[src/rtl/pipe_pkg.sv]
// Shared pipeline types: write-back source select, load types, datapath width default.
package pipe_pkg;

  localparam int XLEN_DFLT = 32;

  typedef enum logic [1:0] {
    WD_ALU = 2'd0,
    WD_MEM = 2'd1,
    WD_PC4 = 2'd2,
    WD_IMM = 2'd3
  } wd_sel_e;

  typedef enum logic [2:0] {
    DM_LB  = 3'd0,
    DM_LH  = 3'd1,
    DM_LW  = 3'd2,
    DM_LBU = 3'd3,
    DM_LHU = 3'd4
  } dm_type_e;

endpackage

[src/rtl/load_ext.sv]
// Load-data extraction: picks the addressed byte/half from a memory word and extends it.
module load_ext
  import pipe_pkg::*;
#(
  parameter int XLEN = XLEN_DFLT
) (
  input  logic [XLEN-1:0] data,
  input  logic [1:0]      offset,
  input  dm_type_e        dmType,
  output logic [XLEN-1:0] extWord
);

  logic [7:0]  byteSel;
  logic [15:0] halfSel;

  // Misaligned halves (offset 1/3) fall back to the aligned half; no trap is raised.
  assign byteSel = data[{offset, 3'b000} +: 8];
  assign halfSel = offset[1] ? data[31:16] : data[15:0];

  always_comb begin
    extWord = data;
    case (dmType)
      DM_LB:   extWord = {{(XLEN-8){byteSel[7]}}, byteSel};
      DM_LBU:  extWord = {{(XLEN-8){1'b0}}, byteSel};
      DM_LH:   extWord = {{(XLEN-16){halfSel[15]}}, halfSel};
      DM_LHU:  extWord = {{(XLEN-16){1'b0}}, halfSel};
      default: extWord = data;
    endcase
  end

endmodule

[src/rtl/wb_stage.sv]
// Write-back stage: MEM/WB register, source mux and load extraction driving the RF write port.
// Optional retire counter enabled by defining WB_RETIRE_CNT_EN.
module wb_stage
  import pipe_pkg::*;
#(
  parameter int XLEN  = XLEN_DFLT,
  parameter int CNT_W = 64
) (
  input  logic             clk,
  input  logic             rst,
  input  logic             stall,
  input  logic             flush,
  input  logic             in_valid,
  input  logic             in_rf_wr,
  input  logic [4:0]       in_rd,
  input  logic [1:0]       in_wd_sel,
  input  logic [XLEN-1:0]  in_alu,
  input  logic [XLEN-1:0]  in_mem_rdata,
  input  logic [XLEN-1:0]  in_pc4,
  input  logic [XLEN-1:0]  in_imm,
  input  logic [2:0]       in_dm_type,
  input  logic [1:0]       in_addr_lo,
  output logic             rf_wr,
  output logic [4:0]       rf_wa,
  output logic [XLEN-1:0]  rf_wd,
`ifdef WB_RETIRE_CNT_EN
  output logic [CNT_W-1:0] retire_cnt,
`endif
  output logic             wb_valid
);

  logic [XLEN-1:0] extWord;
  logic [XLEN-1:0] wdNext;
  logic            rfWrNext;
  logic            loadEn;

  load_ext #(.XLEN(XLEN)) uLoadExt (
    .data    (in_mem_rdata),
    .offset  (in_addr_lo),
    .dmType  (dm_type_e'(in_dm_type)),
    .extWord (extWord)
  );

  always_comb begin
    wdNext = in_alu;
    case (wd_sel_e'(in_wd_sel))
      WD_ALU:  wdNext = in_alu;
      WD_MEM:  wdNext = extWord;
      WD_PC4:  wdNext = in_pc4;
      WD_IMM:  wdNext = in_imm;
      default: wdNext = in_alu;
    endcase
  end

  // x0 is never written, so rf_wr can never be seen with rf_wa == 0.
  assign rfWrNext = in_valid & in_rf_wr & (in_rd != 5'd0);
  assign loadEn   = ~flush & ~stall;

  always_ff @(posedge clk or posedge rst) begin
    if (rst) begin
      wb_valid <= 1'b0;
      rf_wr    <= 1'b0;
      rf_wa    <= '0;
      rf_wd    <= '0;
    end else if (flush) begin
      wb_valid <= 1'b0;
      rf_wr    <= 1'b0;
      rf_wa    <= '0;
      rf_wd    <= '0;
    end else if (!stall) begin
      wb_valid <= in_valid;
      rf_wr    <= rfWrNext;
      rf_wa    <= in_rd;
      rf_wd    <= wdNext;
    end
  end

`ifdef WB_RETIRE_CNT_EN
  always_ff @(posedge clk or posedge rst) begin
    if (rst) begin
      retire_cnt <= '0;
    end else if (loadEn && in_valid) begin
      retire_cnt <= retire_cnt + 1'b1;
    end
  end
`else
  logic unusedLoadEn;
  assign unusedLoadEn = loadEn;
`endif

endmodule

[config.mk]
export PLATFORM = sky130hd
export DESIGN_NAME = wb_stage
export DESIGN_NICKNAME = d
export VERILOG_FILES = /design/src/rtl/pipe_pkg.sv /design/src/rtl/load_ext.sv /design/src/rtl/wb_stage.sv
export SDC_FILE = /design/constraint.sdc
export NUM_CORES = 1
export LEC_CHECK = 0
export BUFFER_PORTS_ARGS = -buffer_cell sky130_fd_sc_hd__buf_2
export CELL_PAD_IN_SITES_DETAIL_PLACEMENT = 1
export CELL_PAD_IN_SITES_GLOBAL_PLACEMENT = 1
export CORE_ASPECT_RATIO = 0.8
export CORE_MARGIN = 4
export CORE_UTILIZATION = 32
export DETAILED_ROUTE_END_ITERATION = 7
export GPL_ROUTABILITY_DRIVEN = 0
export GPL_TIMING_DRIVEN = 0
export PLACE_DENSITY_LB_ADDON = 0.12
export SLEW_MARGIN = 20
export SYNTH_ARGS = -nofsm -noshare
export SYNTH_HDL_FRONTEND = slang
export SYNTH_SLANG_ARGS = --single-unit
[constraint.sdc]
create_clock -name clk -period 1.35 [get_ports clk]
set_clock_uncertainty 0.15 [all_clocks]
set_input_delay 0.0675 -clock clk [delete_from_list [all_inputs] [get_ports clk]]
set_output_delay 0.0675 -clock clk [all_outputs]
set_load 0.02 [all_outputs]
# Word-level counts from Yosys, hierarchy flattened
# Cells that the tools add are included.
[op_classes]
muxes = 11
shifts = 1
n_eq_ne = 7
bitwise = 2
n_reduce_logical = 3
[ops]
columns = ["op", "n"]
rows = [
  ["one-hot mux 32 bit (4 select lines)", 2],
  ["two-way mux 32 bit", 2],
  ["variable part select 32 x 6 -> 8 bit", 1],
  ["two-way mux 16 bit", 1],
  ["two-way mux 5 bit", 2],
  ["nonzero test 5 bit", 1],
  ["== test 2 bit (second input constant)", 2],
  ["two-way mux 1 bit", 4],
  ["== test 3 x 1 -> 1 bit (second input constant)", 1],
  ["== test 3 x 2 -> 1 bit (second input constant)", 1],
  ["== test 3 bit (second input constant)", 1],
  ["zero test 3 bit", 1],
  ["AND 1 bit", 2],
  ["== test 2 x 1 -> 1 bit (second input constant)", 1],
  ["zero test 2 bit", 1],
  ["!= test 2 x 1 -> 1 bit (second input constant)", 1],
]
[word_totals]
regBits = 39
in_bits = 146
elab_cells = 28

# Depth between registers and ports, before layout
# Gate-level depths: netlist of run 1.
[depth]
ltp_word = 5
mapped_depth = 6
mapped_depth_nobuf = 4

# By module
# From an unflattened synthesis of run 1, not the netlist that was laid out.
[hier_totals]
hier_cells = 285
area_unflattened_um2 = 3066.7
[modules_own_cells]
columns = ["mod", "area_per_inst_um2", "n_inst", "cells_per_inst"]
rows = [
  ["wb_stage", 2353.5, 1, 184],
  ["load_ext", 713.2, 1, 101],
]

# Worst setup path before layout of run 1
# OpenSTA, ideal clock, no wires.
[synth_timing]
kind = "input to register"
start = "input in_addr_lo[0]"
end = "register rf_wd[17]"
arrival_time_ns = 1.196
stages = 6
slack_ns = -0.140
cell_sequence = "buf_2 -> mux2i_2 -> o22ai_2 -> o211ai_4 -> buf_6 -> o22ai_2"
[synth_via]
elab_chain_len = 5
[synth_rtl]
columns = ["element", "line_no", "source"]
rows = [
  ["from (decl)", "wb_stage.sv:22", "input logic [1:0] in_addr_lo,"],
  ["variable part select 32 x 6 -> 8 bit", "load_ext.sv:17", "assign byteSel = data[{offset, 3'b000} +: 8];"],
  ["one-hot mux 32 bit (4 select lines)", "load_ext.sv:22", "case (dmType)"],
  ["one-hot mux 32 bit (4 select lines)", "wb_stage.sv:46", "case (wd_sel_e'(in_wd_sel))"],
  ["two-way mux 32 bit", "wb_stage.sv:70", "end else if (!stall) begin"],
  ["two-way mux 32 bit", "wb_stage.sv:65", "end else if (flush) begin"],
  ["to (signal assigned)", "wb_stage.sv:74", "rf_wd <= wdNext;"],
  ["to (decl)", "wb_stage.sv:25", "output logic [XLEN-1:0] rf_wd,"],
]
# Every way passes these cells. The select of a mux whose other input is x is not followed.
# A chain may end at the register's enable or synchronous reset.

# Worst setup path in the final report of run 1
[layout_timing]
start = "input in_addr_lo[1]"
end = "register rf_wd[0]"
[layout_via]
elab_chain_len = 5
elab_cells_between_ends = 6
[layout_rtl]
columns = ["element", "line_no"]
rows = [
  ["variable part select 32 x 6 -> 8 bit / two-way mux 16 bit (equally long branches)", "load_ext.sv:17, load_ext.sv:18"],
  ["one-hot mux 32 bit (4 select lines) (*)", "load_ext.sv:22"],
  ["one-hot mux 32 bit (4 select lines) (*)", "wb_stage.sv:46"],
  ["two-way mux 32 bit (*)", "wb_stage.sv:70"],
  ["two-way mux 32 bit (*)", "wb_stage.sv:65"],
]
# Mark *: on every way between the ends. The rest lies on a longest branch, timed or not. The select of a mux whose other input is x is not followed.

==> impl_metrics.tcl, run 1 <==
set metrics [dict create \
    outcome "finished with violations" \
    violations "hold timing" \
    antenna_found_initial 0 \
    slew_viol_final 0 \
    io_pins 185 \
    synth_largest_area_cell "dfrtp_1" \
    drive_gt1_share_pct 46.9 \
    drt_iter0_drc 178 \
    worstPathMaxFanout 10 \
    rsz0062_at_grt "true" \
    post-route-min-period_ns 1.34 \
    netlist_instances 354 \
    synthSimpleGateAreaFrac_pct 13.7 \
    synth_area_leaders "dfrtp_1 (30%), mux2i_1 (12%), mux2_2 (8.6%)" \
    tightest_slew_ns 0.738 \
    cts_tree "built" \
    reg2reg_slack_ns 0.37 \
    synth_compound_area_share_pct 27.7 \
    layout.cells.non_filler 708 \
    slowest_stage "mux2i_1" \
    power_density_nw_per_um2 806 \
    die_h_um 98.6 \
    worstPathArrival_ns 1.33 \
    min_period_over_period_pct 99.5 \
    path_buf_inv 2 \
    initial_core_util_pct 33.5 \
    ys_ff_latch 39 \
    path_class "in -> reg" \
    hold_start "in_mem_rdata[18]" \
    cp.required_ns 1.34 \
    synth_adder_area_share_pct 0 \
    placedCellCount 668 \
    viasPerCell 5.47 \
    synth_xor_area_share_pct 0.533 \
    avgSynthCellArea_um2 9.28 \
    r2r-end "rf_wd[18]$_DFFE_PP0P_" \
    hold_ws_ns -0.00642 \
    overflow 0 \
    wl_um 14900 \
    clk_pin_slew_ns 0.06 \
    power_leakage_nw 2.41 \
    cts_buffers 5 \
    rows 32 \
    synthArstFlopShare_pct 100 \
    dpl.hpwl_um 11600 \
    dr.pass1.iters 4 \
    grt_usage_pct 24.1 \
    seq_area_frac_synth_pct 29.7 \
    die_area_um2 12000 \
    grt_pass1_vias 4134 \
    setup-violations-final 0 \
    max_freq_mhz 745 \
    worst_path_largest_cell_delay_ns 0.30 \
    ir_worst_vdd_mv 0.430 \
    synth_top_area_share_pct 29.7 \
    die_w_um 121 \
    root_buffer "clkbuf_16" \
    syn_to_final_growth_pct 50.1 \
    cts_sinks 39 \
    io_buffers 177 \
    ant_nets 0 \
    ys.warnings.count 0 \
    detail_route.wl_per_cell_um 21.1 \
    r2r-start "rf_wd[18]$_DFFE_PP0P_" \
    vias 3875 \
    synth-edff-count 0 \
    endpoint_kind "flop" \
    synth_flop_cell "dfrtp_1" \
    cp-start-kind "input pin" \
    coreArea_um2 9810 \
    drcViolationCount 0 \
    syn-num-nets 500 \
    worstRegToRegCells 2 \
    cts_buffer_depth 2 \
    min_path_type "in -> reg" \
    grt_pass1_wl_um 22800 \
    hold_violations 3 \
    whs_endpoint "rf_wd[2]$_DFFE_PP0P_" \
    ctsHtreeMaxLevel 2 \
    synth.mux.area_fraction_pct 21.5 \
    maxCapViolCount 0 \
    grt_max_degree 28 \
    holdPathStages 3 \
    path_delay_family "buffers and inverters" \
    slew_headroom_pct 50.8 \
    synthDistinctLibCells 39 \
    syn_area_um2 3280 \
    n_antenna_cell 0 \
    cp_cell_sequence "buf_2 -> buf_4 -> mux2i_1 -> nand4_1 -> o211ai_1 -> o32ai_1" \
    clock_latency_ns 0.28 \
    synth_top_family_by_area "compound AO/OA/AOI/OAI gates" \
    final_nets 717 \
]
==> timing repair <==
action	4_1_cts	5_1_grt
buffers inserted	4	0
resized for setup	9	18
hold endpoints to repair	61	0
hold buffers	28	0
endpoints found under the setup margin	27	27
pin swaps	2	1
==> registers in the layout (all words and copies together) (netlist names) <==
signal,flops
rf_wr,1
rf_wa,5
rf_wd,32
wb_valid,1
==> layout make-up <==
| cell class | count | area (um^2) |
|---|---|---|
| Inverter | 11 | 41.3 |
| Clock buffer | 7 | 153 |
| Buffer | 37 | 236 |
| Fill cell | 1196 | 4880 |
| Tap cell | 136 | 170 |
| Multi-Input combinational cell | 267 | 2130 |
| Timing Repair Buffer | 210 | 1220 |
| Clock inverter | 1 | 7.51 |
| Sequential cell | 39 | 976 |
==> cell usage after synthesis, drive strengths merged, types with 2 or more instances <==
library cell	count
a211oi	7
a21oi	3
a221oi	7
a22o	17
buf	21
clkbuf	16
dfrtp	39
inv	11
mux2	25
mux2i	42
nand2	26
nand2b	2
nand3	8
nand4	7
nor2	8
nor2b	17
nor3	8
o211ai	17
o21ai	9
o22ai	42
o32ai	8
or2	3
or4	2
xnor2	2
==> layout by cell type (no fill, tap or decap), types with 9 or more instances in the layout <==
cell and n:
inv_1 10, mux2i_1 38, dfrtp_1 39, mux2_2 25, o22ai_1 31, buf_2 184
nand2_1 26, o22ai_2 10, dlygate4sd3_1 28, o211ai_1 16, nor2b_1 17, buf_4 9
a22o_1 17
==> power by group <==
| part | leakage [nW] | internal [mW] | total (mW) | switching, mW |
|---|---|---|---|---|
| logic | 1.82 | 0.628 | 1.38 | 0.751 |
| clock network | 0.0761 | 0.787 | 1.29 | 0.504 |
| registers | 0.517 | 1.26 | 1.31 | 0.0498 |
| total | 2.41 | 2.67 | 3.98 | 1.30 |
==> layer usage <==
metal  wire length [um]  part of all wire, %  vias up  track usage, %
li1                   -                    -     1798               -
met1               6620                   44     1915            33.5
met2               7140                   48      150            40.2
met3                950                  6.4       12            3.90
met4                224                  1.5        0            4.39
met5                  0                    0        -               0
==> stage by stage <==
| step | area (um^2) | util, % | setup WS (ns) | TNS [ns] | power, mW |
|---|---|---|---|---|---|
| 2_1_floorplan | 3330 | - | -0.0233 | -0.245 | 2.07 |
| 5_1_grt | 4930 | 50.3 | -0.0288 | -0.0707 | 4.15 |
| 6_report | 4930 | 50.3 | 0.00733 | 0 | 3.98 |
| 3_5_place_dp | 4410 | 44.9 | -0.406 | -12.03 | 2.60 |
| 3_3_place_gp | 4390 | 44.7 | -0.488 | -29.88 | 2.56 |
| 4_1_cts | 4900 | 49.9 | 0.00519 | 0 | 3.97 |
==> cells by family after synthesis <==
kind of cell | count (synthesis)
simple gates | 85
buf+inv | 48
compound gates | 113
flops | 39
xor+xnor | 2
mux | 67
==> how the worst max path moves through the flow <==
stage	startpoint	to	slack [ns]	cells after the start
floorplan	in_wd_sel[1]	rf_wd[17]$_DFFE_PP0P_	-0.02	5
global placement	rst	rf_wd[23]$_DFFE_PP0P_	-0.49	2
detailed placement	in_dm_type[0]	rf_wd[22]$_DFFE_PP0P_	-0.41	5
CTS	in_wd_sel[0]	rf_wd[29]$_DFFE_PP0P_	0.005	6
global route	in_dm_type[0]	rf_wd[11]$_DFFE_PP0P_	-0.03	6
finish	in_addr_lo[1]	rf_wd[0]$_DFFE_PP0P_	0.007	6
==> worst register-to-register path: stages, from the launching register on <==
cell	delay [ns]
dfrtp_1	0.38
mux2i_1	0.20
o22ai_2	0.11
(Power assumes the default switching activity.)
==> run 2, diff against run 1 <==
--- a/config.mk
+++ b/config.mk
@@ -9,7 +9,7 @@
 export CELL_PAD_IN_SITES_DETAIL_PLACEMENT = 1
 export CELL_PAD_IN_SITES_GLOBAL_PLACEMENT = 1
 export CORE_ASPECT_RATIO = 0.8
-export CORE_MARGIN = 4
+export CORE_MARGIN = 2
 export CORE_UTILIZATION = 32
 export DETAILED_ROUTE_END_ITERATION = 7
 export GPL_ROUTABILITY_DRIVEN = 0
==> run 2 against run 1 <==
Highest routed layer unchanged. Non-clock buffer count grew 4. Via count shrank 0.34%. Clock power shrank 8%. The flow now finishes without violations. Sequential cell count is the same. Largest cell class unchanged. Critical path type unchanged.
==> impl_metrics.tcl, run 2 (same netlist as run 1, synthesis figures left out) <==
set metrics [dict create \
    outcome "finished, final reports clean" \
    setup-violations-final 0 \
    met3_usage_pct 3.92 \
    multi_input_comb_area_um2 2160 \
    dpl.hpwl_um 11000 \
    tightest_slew_ns 0.737 \
    cts_tree "built" \
    maxCapViolCount 0 \
    post-route-min-period_ns 1.33 \
    power_density_nw_per_um2 778 \
    cp-start-kind "input pin" \
    dr.pass1.iters 4 \
    antenna_found_initial 1 \
    initial_core_util_pct 32.5 \
    overflow 0 \
    layout_commonest_cell "buf_2" \
    placedCellCount 672 \
    p_int_mw 2.59 \
    ctsHtreeMaxLevel 2 \
    grt_pass1_wl_um 21000 \
    p_seq_share_pct 33.4 \
    slew_headroom_pct 50.9 \
    drcViolationCount 0 \
    endpoint_kind "flop" \
    worstPathArrival_ns 1.31 \
    dpl_cell_area_um2 4410 \
    use_met1_pct 34.9 \
    fin_tns_setup_ns 0 \
    die_area_um2 11100 \
    rsz0062_at_grt "true" \
    io_buffers 177 \
    power_switching_mw 1.31 \
    post-place-ws_ns -0.452 \
    layout_common_cells "buf_2 (183), dfrtp_1 (39), mux2i_1 (37)" \
    final_area_um2 5010 \
    drt_iter0_drc 168 \
    clk_pin_slew_ns 0.07 \
    slew_viol_final 0 \
    max_freq_mhz 754 \
    rows 33 \
    fillers 1230 \
    hold_ws_ns 0.00268 \
    vias 3862 \
    min_period_over_period_pct 98.3 \
    wl_um 14200 \
    min_path_type "in -> reg" \
    regArea_um2 976 \
    top_regs "rf_wd: 32 flops, rf_wa: 5 flops" \
    power_leakage_nw 2.45 \
    die_w_um 117 \
    root_buffer "clkbuf_16" \
    worst_path_largest_cell_delay_ns 0.29 \
    detail_route.wl_per_cell_um 19.9 \
    regMostFlops "rf_wd" \
    ant_nets 0 \
    switching_share_pct 33.6 \
    gr-max-usage-layer "met2" \
    grt_max_degree 31 \
    coreArea_um2 10100 \
    use_met2_pct 39.6 \
    cp_cell_sequence "buf_2 -> buf_8 -> mux2i_4 -> o22ai_4 -> o211ai_4 -> clkbuf_16 -> o22ai_2" \
    power_frac_comb_pct 36.0 \
    cts_buffers 5 \
    viasPerCell 5.39 \
    syn_to_final_growth_pct 52.4 \
    final_nets 721 \
    largest_reg_flops 32 \
    worstPathMaxFanout 5 \
    slowest_stage "o211ai_4" \
    setup_ws_ns 0.0234 \
    grt_pass1_vias 3996 \
    ir_worst_vdd_mv 0.452 \
    cp.required_ns 1.33 \
    io_pins 185 \
    cts_sinks 39 \
    grt_usage_pct 24.7 \
    die_h_um 94.6 \
    p_clk_share_pct 30.5 \
    clock_latency_ns 0.28 \
    layout.cells.non_filler 717 \
    cts_buffer_depth 2 \
    drive_gt1_share_pct 47.9 \
    hold_violations 0 \
    path_class "in -> reg" \
]
run 2: changes by cell type in the layout (fill, tap and decap cells not counted), sizes merged:
cell    before  now
diode        0    1
buf        203  204
clkinv       0    1
clkbuf      23   25
run 2: cell type report:
cell class | instances | area share, %
Inverter | 11 | 0.825
Clock buffer | 6 | 2.57
Sequential cell | 39 | 19.5
Multi-Input combinational cell | 267 | 43.2
Timing Repair Buffer | 214 | 25.2
Tap cell | 140 | 3.50
Antenna cell | 1 | 0.0500
Buffer | 37 | 4.90
Clock inverter | 2 | 0.250
run 2: worst paths after layout:
check	from	endpoint	slack [ns]	depth (start not counted)
max in group asynchronous	rst	rf_wd[21]$_DFFE_PP0P_	0.44	4
setup reg to reg	rf_wd[19]$_DFFE_PP0P_	rf_wd[19]$_DFFE_PP0P_	0.37	2
setup / recovery	in_addr_lo[0]	rf_wd[20]$_DFFE_PP0P_	0.02	7
min in group asynchronous	rst	rf_wd[12]$_DFFE_PP0P_	0.14	3
hold reg to reg	rf_wd[8]$_DFFE_PP0P_	rf_wd[8]$_DFFE_PP0P_	0.35	2
hold / removal	in_mem_rdata[19]	rf_wd[3]$_DFFE_PP0P_	0.003	3
run 2: metrics by stage:
step,utilization (%),power (mW)
after floorplan,-,2.07
after global placement,43.4,2.56
after detailed placement,43.6,2.60
after CTS,48.1,3.87
after global routing,49.5,4.08
final,49.5,3.90
run 2: per-layer routing:
layer,vias to the layer above,share of wire [%]
li1,1818,-
met1,1889,47
met2,141,47
met3,14,5.6
met4,0,1.4
met5,-,0
run 2: power by group through the flow:
stage               clock network, mW  registers (mW)  logic [mW]
floorplan                           0            1.43       0.646
global placement                    0            1.32        1.24
detailed placement                  0            1.32        1.27
CTS                              1.21            1.30        1.35
global route                     1.25            1.31        1.51
finish                           1.19            1.30        1.40
run 2: critical path: cells and delay by family:
family	cells	cell delay, ns
AOI/OAI and AO/OA	3	0.48
buffers and inverters	3	0.47
muxes	1	0.28
run 2: timing repair:
| item | 4_1_cts | 5_1_grt |
|---|---|---|
| gates cloned | 0 | 1 |
| hold endpoints to repair | 61 | 0 |
| buffers inserted | 2 | 5 |
| pin swaps | 1 | 3 |
| hold buffers | 28 | 0 |
| gates resized for setup | 11 | 24 |
| setup endpoints to repair | 23 | 28 |
==> run 3, diff against run 2 <==
--- a/config.mk
+++ b/config.mk
@@ -10,11 +10,11 @@
 export CELL_PAD_IN_SITES_GLOBAL_PLACEMENT = 1
 export CORE_ASPECT_RATIO = 0.8
 export CORE_MARGIN = 2
-export CORE_UTILIZATION = 32
+export CORE_UTILIZATION = 29
 export DETAILED_ROUTE_END_ITERATION = 7
 export GPL_ROUTABILITY_DRIVEN = 0
 export GPL_TIMING_DRIVEN = 0
-export PLACE_DENSITY_LB_ADDON = 0.12
+export PLACE_DENSITY_LB_ADDON = 0.1
 export SLEW_MARGIN = 20
 export SYNTH_ARGS = -nofsm -noshare
 export SYNTH_HDL_FRONTEND = slang
==> constraint.sdc (replaced) <==
create_clock -name clk -period 1.1 [get_ports clk]
set_clock_uncertainty 0.15 [all_clocks]
set_input_delay 0.055 -clock clk [delete_from_list [all_inputs] [get_ports clk]]
set_output_delay 0.055 -clock clk [all_outputs]
set_load 0.02 [all_outputs]
==> run 3 against run 2 <==
The run now ends with setup timing left. Design area up 11%. Combinational power up 39%. Sequential cell count unchanged. Sequential share of layout area down 1.9 points. Power up 35%. Clock power up 44%. Sequential power up 23%. Clock-buffer cell count down 1. Critical path type unchanged. Largest cell class unchanged. Highest routed layer unchanged.
==> impl_metrics.tcl, run 3 (same netlist as run 1, synthesis figures left out) <==
set metrics [dict create \
    path_buf_inv 3 \
    top_regs "rf_wd: 32 flops, rf_wa: 5 flops" \
    cts_tree "built" \
    worstPathArrival_ns 1.15 \
    rows 34 \
    cts_sinks 39 \
    cp.required_ns 1.09 \
    cp-start-kind "input pin" \
    power_density_nw_per_um2 946 \
    antenna_found_initial 1 \
    ctsHtreeMaxLevel 2 \
    ant_nets 0 \
    slew_headroom_pct 48.1 \
    maxCapViolCount 0 \
    p_clk_share_pct 32.6 \
    power_frac_comb_pct 36.9 \
    setup-violations-final 31 \
    p_int_mw 3.55 \
    post-place-ws_ns -0.624 \
    fillers 1273 \
    grt_max_degree 28 \
    detail_route.wl_per_cell_um 21.0 \
    r2r-start "rf_wd[25]$_DFFE_PP0P_" \
    worstPathMaxFanout 5 \
    syn_to_final_growth_pct 69.0 \
    drive_gt1_share_pct 53.3 \
    post-route-min-period_ns 1.16 \
    path_depth 7 \
    clk_pin_slew_ns 0.07 \
    setup.worst_path.start "in_addr_lo[0]" \
    die_area_um2 12200 \
    layout_commonest_cell "buf_2" \
    overflow 0 \
    die_w_um 123 \
    tightest_slew_ns 0.778 \
    violations "setup timing" \
    root_buffer "clkbuf_16" \
    cp_cell_sequence "buf_8 -> buf_6 -> mux2i_4 -> o22ai_4 -> o211ai_4 -> buf_6 -> o22ai_2" \
    hold_start "in_mem_rdata[2]" \
    setup_ws_ns -0.0615 \
    die_h_um 99.2 \
    slew_viol_final 0 \
    grt_pass1_wl_um 22900 \
    endpoint_kind "flop" \
    regMostFlops "rf_wd" \
    rsz0062_at_grt "true" \
    io_pins 185 \
    power_switching_mw 1.71 \
    min_period_over_period_pct 106 \
    min_path_type "in -> reg" \
    vias 3972 \
    layout_common_cells "buf_2 (180), dfrtp_1 (39), mux2i_1 (36), dlygate4sd3_1 (36), o22ai_1 (28)" \
    cts_buffers 5 \
    utilization_pct 50.6 \
    p_seq_share_pct 30.4 \
    clock_latency_ns 0.28 \
    dpl.hpwl_um 11400 \
    critPathMostFrequentCell "buf_6" \
    power_leakage_nw 2.67 \
    worstRegToRegCells 2 \
    io_buffers 177 \
    largest_reg_flops 32 \
    final_nets 736 \
    drt_iter0_drc 154 \
    viasPerCell 5.40 \
    slowest_stage "mux2i_4" \
    grt_usage_pct 24.5 \
    grt_pass1_vias 4096 \
    worst_path_largest_cell_delay_ns 0.27 \
    ir_worst_vdd_mv 0.757 \
    drcViolationCount 0 \
    wl_um 15400 \
    cts_buffer_depth 2 \
    outcome "finished with violations" \
    path_delay_family "compound AO/OA/AOI/OAI gates" \
    holdPathStages 3 \
    hold_violations 0 \
    switching_share_pct 32.5 \
    coreArea_um2 11000 \
    path_class "in -> reg" \
    dr.pass1.iters 4 \
    initial_core_util_pct 29.9 \
    finalPower_mw 5.25 \
    max_freq_mhz 861 \
]
[run 3: cell count changes in the layout (fill, tap and decap cells not counted), moves of 4 or more]
cell / previous run / this run
mux2_4: 0 / 4
mux2_2: 25 / 21
a211oi_2: 0 / 7
dlygate4sd3_1: 28 / 36
buf_12: 1 / 6
o21ai_1: 9 / 1
clkbuf_1: 9 / 5
buf_6: 4 / 11
o21ai_2: 0 / 6
a211oi_1: 7 / 0
[run 3: layout make-up]
type,instances,area [um^2],area share (%)
multi-input cells,267,2350,42.3
repair buffers,231,1510,27.1
flip-flops and latches,39,976,17.6
plain buffers,35,332,5.97
well taps,144,180,3.25
clock buffers,5,125,2.25
clock inverters,3,43.8,0.789
inverters,11,41.3,0.744
diodes,1,2.50,0.0451
[run 3: what timing repair did]
action,4_1_cts,5_1_grt
setup endpoints to repair,32,33
endpoints found under the hold margin,68,0
gates resized for setup,69,36
pin swaps,17,13
setup buffers,8,5
hold buffers,36,0
gates cloned,2,3
[run 3: power groups by stage]
stage / Clock, mW / Combinational, mW / Sequential (mW)
global route: 1.79 / 2.07 / 1.61
CTS: 1.74 / 1.85 / 1.60
finish: 1.71 / 1.94 / 1.60
global placement: 0 / 1.54 / 1.62
floorplan: 0 / 0.802 / 1.75
detailed placement: 0 / 1.59 / 1.62
[run 3: worst register-to-register path, stage by stage, from the launching register on]
cell     delay [ns]
dfrtp_1        0.38
mux2i_1        0.17
o22ai_1        0.13
[run 3: routing by layer]
| metal | GRT usage (%) | vias up | wire length [um] | share of wire, % |
|---|---|---|---|---|
| li1 | - | 1840 | - | - |
| met1 | 34.4 | 1991 | 7080 | 46 |
| met2 | 40.5 | 130 | 7350 | 48 |
| met3 | 3.73 | 11 | 863 | 5.6 |
| met4 | 3.58 | 0 | 131 | 0.85 |
| met5 | 0 | - | 0 | 0 |
[run 3: stage by stage]
stage / instance area [um^2] / instances / setup TNS (ns) / hold slack (ns)
2_1_floorplan: 3350 / 354 / -6.16 / 0.0580
3_3_place_gp: 4420 / 675 / -47.39 / 0.150
3_5_place_dp: 4440 / 676 / -18.46 / -0.124
4_1_cts: 5370 / 730 / -1.98 / 0.000257
5_1_grt: 5550 / 736 / -2.73 / 0.0344
6_report: 5550 / 736 / -1.07 / 0.00969
[run 3: worst paths after layout]
path,to,slack [ns]
setup / recovery,rf_wd[21]$_DFFE_PP0P_,-0.06
hold / removal,rf_wd[2]$_DFFE_PP0P_,0.01
setup reg to reg,rf_wd[25]$_DFFE_PP0P_,0.10
hold reg to reg,rf_wd[12]$_DFFE_PP0P_,0.34
max in group asynchronous,rf_wd[31]$_DFFE_PP0P_,0.22
min in group asynchronous,rf_wa[0]$_DFFE_PP0P_,0.12
